<file path="src/rtl/arch_rat_multi_if.sv">
// rtl/arch_rat_multi_if.sv - commit, free and restore signal bundle for the architectural rename table
interface arch_rat_multi_if #(
    parameter int COMMIT_WIDTH  = 2,
    parameter int LREG_NUM      = 32,
    parameter int PREG_W        = 6,
    parameter int RESTORE_LANES = 8
);
    localparam int LREG_W = $clog2(LREG_NUM);

    logic [COMMIT_WIDTH-1:0]          commit_valid;
    logic [COMMIT_WIDTH-1:0]          commit_need_to_wb;
    logic [COMMIT_WIDTH*LREG_W-1:0]   commit_lrd;
    logic [COMMIT_WIDTH*PREG_W-1:0]   commit_prd;
    logic [COMMIT_WIDTH-1:0]          free_valid;
    logic [COMMIT_WIDTH*PREG_W-1:0]   free_prd;
    logic                             restore_req;
    logic                             restore_busy;
    logic                             restore_valid;
    logic [LREG_W-1:0]                restore_idx;
    logic [RESTORE_LANES*PREG_W-1:0]  restore_data;
    logic                             restore_last;

    modport master (
        output commit_valid, commit_need_to_wb, commit_lrd, commit_prd, restore_req,
        input  free_valid, free_prd, restore_busy, restore_valid, restore_idx,
               restore_data, restore_last
    );

    modport slave (
        input  commit_valid, commit_need_to_wb, commit_lrd, commit_prd, restore_req,
        output free_valid, free_prd, restore_busy, restore_valid, restore_idx,
               restore_data, restore_last
    );
endinterface

</file>
<file path="src/rtl/arch_rat_multi.sv">
// rtl/arch_rat_multi.sv - committed logical-to-physical rename table with multi-lane free and chunked restore
// Optional debug_rat port enabled by ARCH_RAT_DIFFTEST_EN.
module arch_rat_multi #(
    parameter int COMMIT_WIDTH  = 2,
    parameter int LREG_NUM      = 32,
    parameter int PREG_W        = 6,
    parameter int RESTORE_LANES = 8
) (
    input  logic                       clock,
    input  logic                       reset,
`ifdef ARCH_RAT_DIFFTEST_EN
    output logic [LREG_NUM*PREG_W-1:0] debug_rat,
`endif
    arch_rat_multi_if.slave            rat_if
);
    localparam int LREG_W = $clog2(LREG_NUM);

    typedef enum logic {IDLE, WALK} state_t;

    logic [PREG_W-1:0] rat_q [LREG_NUM];
    logic [LREG_W-1:0] lrd   [COMMIT_WIDTH];
    logic [PREG_W-1:0] prd   [COMMIT_WIDTH];
    logic [PREG_W-1:0] disp  [COMMIT_WIDTH];
    logic [COMMIT_WIDTH-1:0] wren;

    state_t            state_q, state_d;
    logic [LREG_W-1:0] idx_q, idx_d;
    logic              last;

    // An older lane in the same group already displaced the table entry, so a
    // younger lane hitting the same lrd frees that lane's new preg instead.
    always_comb begin
        for (int i = 0; i < COMMIT_WIDTH; i++) begin
            lrd[i]  = rat_if.commit_lrd[i*LREG_W +: LREG_W];
            prd[i]  = rat_if.commit_prd[i*PREG_W +: PREG_W];
            wren[i] = rat_if.commit_valid[i] & rat_if.commit_need_to_wb[i] & (lrd[i] != '0);
        end
        for (int i = 0; i < COMMIT_WIDTH; i++) begin
            disp[i] = rat_q[lrd[i]];
            for (int j = 0; j < i; j++) begin
                if (wren[j] && (lrd[j] == lrd[i])) disp[i] = prd[j];
            end
        end
    end

    always_ff @(posedge clock or posedge reset) begin
        if (reset) begin
            for (int i = 0; i < LREG_NUM; i++) rat_q[i] <= PREG_W'(i);
            rat_if.free_valid <= '0;
            rat_if.free_prd   <= '0;
        end else begin
            // Ascending lane order lets the youngest lane win the entry.
            for (int i = 0; i < COMMIT_WIDTH; i++) begin
                if (wren[i]) begin
                    rat_q[lrd[i]]                          <= prd[i];
                    rat_if.free_prd[i*PREG_W +: PREG_W]    <= disp[i];
                end
            end
            rat_if.free_valid <= wren;
        end
    end

    always_ff @(posedge clock or posedge reset) begin
        if (reset) begin
            state_q <= IDLE;
            idx_q   <= '0;
        end else begin
            state_q <= state_d;
            idx_q   <= idx_d;
        end
    end

    assign last = (idx_q == LREG_W'(LREG_NUM - RESTORE_LANES));

    always_comb begin
        state_d              = state_q;
        idx_d                = idx_q;
        rat_if.restore_busy  = 1'b0;
        rat_if.restore_valid = 1'b0;
        rat_if.restore_idx   = '0;
        rat_if.restore_data  = '0;
        rat_if.restore_last  = 1'b0;
        case (state_q)
            IDLE: begin
                if (rat_if.restore_req) begin
                    state_d = WALK;
                    idx_d   = '0;
                end
            end
            WALK: begin
                rat_if.restore_busy  = 1'b1;
                rat_if.restore_valid = 1'b1;
                rat_if.restore_idx   = idx_q;
                rat_if.restore_last  = last;
                for (int k = 0; k < RESTORE_LANES; k++) begin
                    rat_if.restore_data[k*PREG_W +: PREG_W] = rat_q[idx_q + LREG_W'(k)];
                end
                if (last) state_d = IDLE;
                else      idx_d   = idx_q + LREG_W'(RESTORE_LANES);
            end
            default: state_d = IDLE;
        endcase
    end

`ifdef ARCH_RAT_DIFFTEST_EN
    always_comb begin
        for (int i = 0; i < LREG_NUM; i++) debug_rat[i*PREG_W +: PREG_W] = rat_q[i];
    end
`endif
endmodule

</file>
<file path="src/flat_wrapper.sv">
// flat-port wrapper written by rule: the top's interface ports become plain ports
module arch_rat_multi_flat 
#(
    parameter int COMMIT_WIDTH  = 2,
    parameter int LREG_NUM      = 32,
    parameter int PREG_W        = 6,
    parameter int RESTORE_LANES = 8
)
  (clock, reset, rat_if_commit_valid, rat_if_commit_need_to_wb, rat_if_commit_lrd, rat_if_commit_prd, rat_if_restore_req, rat_if_free_valid, rat_if_free_prd, rat_if_restore_busy, rat_if_restore_valid, rat_if_restore_idx, rat_if_restore_data, rat_if_restore_last);
  arch_rat_multi_if #(.COMMIT_WIDTH(COMMIT_WIDTH), .LREG_NUM(LREG_NUM), .PREG_W(PREG_W), .RESTORE_LANES(RESTORE_LANES)) rat_if_i ();
  input  logic clock;
  input  logic reset;
  input wire logic [$bits(rat_if_i.commit_valid)-1:0] rat_if_commit_valid;
  input wire logic [$bits(rat_if_i.commit_need_to_wb)-1:0] rat_if_commit_need_to_wb;
  input wire logic [$bits(rat_if_i.commit_lrd)-1:0] rat_if_commit_lrd;
  input wire logic [$bits(rat_if_i.commit_prd)-1:0] rat_if_commit_prd;
  input wire logic [$bits(rat_if_i.restore_req)-1:0] rat_if_restore_req;
  output wire logic [$bits(rat_if_i.free_valid)-1:0] rat_if_free_valid;
  output wire logic [$bits(rat_if_i.free_prd)-1:0] rat_if_free_prd;
  output wire logic [$bits(rat_if_i.restore_busy)-1:0] rat_if_restore_busy;
  output wire logic [$bits(rat_if_i.restore_valid)-1:0] rat_if_restore_valid;
  output wire logic [$bits(rat_if_i.restore_idx)-1:0] rat_if_restore_idx;
  output wire logic [$bits(rat_if_i.restore_data)-1:0] rat_if_restore_data;
  output wire logic [$bits(rat_if_i.restore_last)-1:0] rat_if_restore_last;
  assign rat_if_i.commit_valid = rat_if_commit_valid;
  assign rat_if_i.commit_need_to_wb = rat_if_commit_need_to_wb;
  assign rat_if_i.commit_lrd = rat_if_commit_lrd;
  assign rat_if_i.commit_prd = rat_if_commit_prd;
  assign rat_if_i.restore_req = rat_if_restore_req;
  assign rat_if_free_valid = rat_if_i.free_valid;
  assign rat_if_free_prd = rat_if_i.free_prd;
  assign rat_if_restore_busy = rat_if_i.restore_busy;
  assign rat_if_restore_valid = rat_if_i.restore_valid;
  assign rat_if_restore_idx = rat_if_i.restore_idx;
  assign rat_if_restore_data = rat_if_i.restore_data;
  assign rat_if_restore_last = rat_if_i.restore_last;
  arch_rat_multi #(.COMMIT_WIDTH(COMMIT_WIDTH), .LREG_NUM(LREG_NUM), .PREG_W(PREG_W), .RESTORE_LANES(RESTORE_LANES)) u_core (.clock(clock), .reset(reset), .rat_if(rat_if_i));
endmodule
</file>
<file path="config.mk">
export PLATFORM = sky130hd
export DESIGN_NAME = arch_rat_multi_flat
export DESIGN_NICKNAME = d
export VERILOG_FILES = /design/src/rtl/arch_rat_multi_if.sv /design/src/rtl/arch_rat_multi.sv /design/src/flat_wrapper.sv
export SDC_FILE = /design/constraint.sdc
export NUM_CORES = 1
export LEC_CHECK = 0
export BUFFER_PORTS_ARGS = -buffer_cell sky130_fd_sc_hd__buf_2
export CAP_MARGIN = 10
export CORE_MARGIN = 2
export CORE_UTILIZATION = 50
export CTS_BUF_LIST = sky130_fd_sc_hd__clkbuf_16
export CTS_CLUSTER_DIAMETER = 50
export CTS_CLUSTER_SIZE = 40
export DETAILED_ROUTE_END_ITERATION = 7
export HOLD_SLACK_MARGIN = 0.08
export PLACE_DENSITY = 0.68
export REMOVE_ABC_BUFFERS = 1
export SLEW_MARGIN = 20
export SYNTH_ARGS = -nofsm -noshare
export SYNTH_HDL_FRONTEND = slang
export SYNTH_SLANG_ARGS = --single-unit
</file>
<file path="constraint.sdc">
create_clock -name clock -period 11 [get_ports clock]
set_clock_uncertainty 0.15 [all_clocks]
set_input_delay 1.1 -clock clock [delete_from_list [all_inputs] [get_ports clock]]
set_output_delay 1.1 -clock clock [all_outputs]
set_load 0.01 [all_outputs]
</file>
==> impl_metrics.ini <==
[final_layout]
fillers = 2571
nNetsFinal = 1471
regArea_um2 = 5340
fin_cells = 1855
antenna_cells = 0
syn2layout_area_growth_pct = 8.49
drive_gt1_share_pct = 25.1
multiInputGateArea_um2 = 8850

[drt]
num_vias = 12500
remaining_drc_errors = 0
wl_per_cell_um = 29.0
drt_iter0_markers = 1938
ant_nets = 0
routed_wl_mm = 53.8
viasPerCell = 6.73
drt_first_pass_iters = 7

[synth]
ys_types = 64
synth.largest_area_cell = dfrtp_1
yosysMostFrequentCell = mux2i_1
synth-edff-count = 0
async_flop_share_pct = 100
ys_seq_area_share_pct = 35.6
avgSynthCellArea_um2 = 10.3
yosys-top-cells-area = dfrtp_1 (22%), mux2i_1 (19%), mux4_2 (14%)
netlist_area_um2 = 15000
ys_warn_count = 0
ys_ff_latch = 209
synth_ff_type = dfrtp_1
synth.top_cell.area_share_pct = 21.6
netlist_top_cells_count = mux2i_1 (279), nor2_1 (188), a21oi_1 (172)
postSynthCellCount = 1454

[clock_tree]
cts-root-buf = clkbuf_16
ctsHtreeMaxLevel = 1
cts_resized = 0
cts_made_buffers = 30
cts_tree = yes
postCtsSetupBuffers = 0
clk_pin_slew_ns = 0.06
cts_sinks = 209
clkLatencyLatePin_ns = 0.57
cts_hold_buf = 0
cts_buffer_depth = 3

[global_route]
grtUsageTotal_pct = 34.7
grt_pass1_wl_mm = 79.7
grt_pass1_vias = 11600
antenna_found_initial = 0
grt_max_degree = 133
overflow = 0

[power]
swShare_pct = 36.7
p_int_mw = 2.21
seq_power_share_pct = 38.9
combPwrFrac_pct = 33.9
p_per_area_nw_per_um2 = 216
p_clk_share_pct = 27.3
peakVddDrop_uv = 140
p_leak_nw = 6.70
switchingPower_mw = 1.28

[setup_path]
crit_path_end_kind = primary output
crit_path_max_fanout = 52
cp_slowest_cell = dfrtp_4
reg2reg_depth = 5
arrival_ns = 2.67
crit_type = reg -> out
startpoint_type = register
required_ns = 9.75
critPathMaxStageDelay_ns = 1.09
crit_chain = mux4_2, and2_1, buf_2

[floorplan]
core-area_um2 = 29600
start_util_pct = 50.6
fp.dieW_um = 177
rows = 63
ios = 99
die_area_um2 = 31300
die_h_um = 177

[status]
status = finished clean

[place]
dp.cells = 1799
port_buffers = 95
dp_hpwl_mm = 36.7
gp_congestion = 0.982
pre_cts_ws_ns = 6.89

[sta]
hold_viol = 0
setup_ws_ns = 7.08
worst_pin_slew_ns = 1.13
slew_headroom_pct = 24.0
fmax_mhz = 255
drv_slew = 0
rsz0062_at_grt = no
min_period_over_period_pct = 35.6
tns_ns = 0
period_minus_slack_ns = 3.92
finalSetupViolCount = 0

[worst_hold_path]
hp-class = reg -> reg
whs_path_depth = 0

[job]
drv_cap = 0
power by group through the flow:
stage	logic [mW]	registers (mW)	clock network [mW]
floorplan	0.788	1.23	0
global placement	1.16	1.34	0
detailed placement	1.18	1.35	0
CTS	1.18	1.34	0.960
global route	1.27	1.38	0.997
finish	1.19	1.36	0.954
through the flow:
| step | hold slack, ns | power, mW | util (%) | cell area (um^2) |
|---|---|---|---|---|
| 2_1_floorplan | 0.219 | 2.01 | - | 14200 |
| 3_3_place_gp | 0.262 | 2.50 | 51.6 | 15200 |
| 3_5_place_dp | 0.255 | 2.53 | 51.6 | 15200 |
| 4_1_cts | 0.269 | 3.48 | 54.9 | 16200 |
| 5_1_grt | 0.294 | 3.64 | 54.9 | 16200 |
| 6_report | 0.274 | 3.50 | 54.9 | 16200 |
cell families (layout without fill, tap and decap cells):
group           count (synthesis)  in the layout  synth area share (%)
fa+ha+maj                       1              1                0.0836
compound gates                280            280                  10.6
xor+xnor                        4              4                 0.234
other cells                     1              3                0.0251
mux                           381            381                  33.5
flops                         209            209                  35.6
buf+inv                       155            164                  5.26
simple gates                  423            423                  14.6
metal layers:
metal	global-route usage [%]	share of wire [%]	vias up
met4	14.0	4.5	0
li1	-	-	5308
met3	8.81	13	142
met2	49.9	43	878
met5	0	0	-
met1	50.0	39	6159
sequential cells by signal, indices dropped and copies added (netlist names):
name,flops
u_core.idx_q,2
u_core.rat_if.free_prd,12
u_core.rat_if.free_valid,2
u_core.state_q,1
u_core.rat_q,192
area by class of cell:
| type | count | share of cell area, % |
|---|---|---|
| multi-input cells | 1092 | 54.5 |
| well taps | 390 | 3.01 |
| clock inverters | 25 | 1.27 |
| clock buffers | 31 | 4.78 |
| flip-flops and latches | 209 | 32.9 |
| inverters | 4 | 0.139 |
| repair buffers | 104 | 3.40 |
final timing paths:
kind,slack [ns],endpoint,startpoint
setup / recovery,7.08,rat_if_restore_data[33],u_core.idx_q[3]
hold / removal,0.27,u_core.rat_q[191],u_core.rat_q[191]
setup reg to reg,8.79,u_core.rat_if.free_prd[8],u_core.rat_q[26]
hold reg to reg,0.27,u_core.rat_q[191],u_core.rat_q[191]
max in group asynchronous,8.76,u_core.idx_q[3],reset
min in group asynchronous,0.60,u_core.rat_q[61],reset
critical path: cells and delay by family, from the launching register on:
| kind | cells | cell delay, ns |
|---|---|---|
| buffers and inverters | 1 | 0.13 |
| flip-flops | 1 | 1.09 |
| multiplexers | 1 | 0.65 |
| AND/OR/NAND/NOR | 1 | 0.18 |
cell usage in the layout, fill, tap and decap left out, types with 11 or more instances in the layout:
cell,instances
mux4_2,95
dfstp_2,80
a21oi_1,172
nand2b_1,11
mux2i_1,279
and2_1,53
o22ai_1,31
dfrtp_1,127
nand2_1,82
buf_2,93
nor2_1,188
o21ai_0,32
clkbuf_16,31
(Power assumes the default switching activity.)
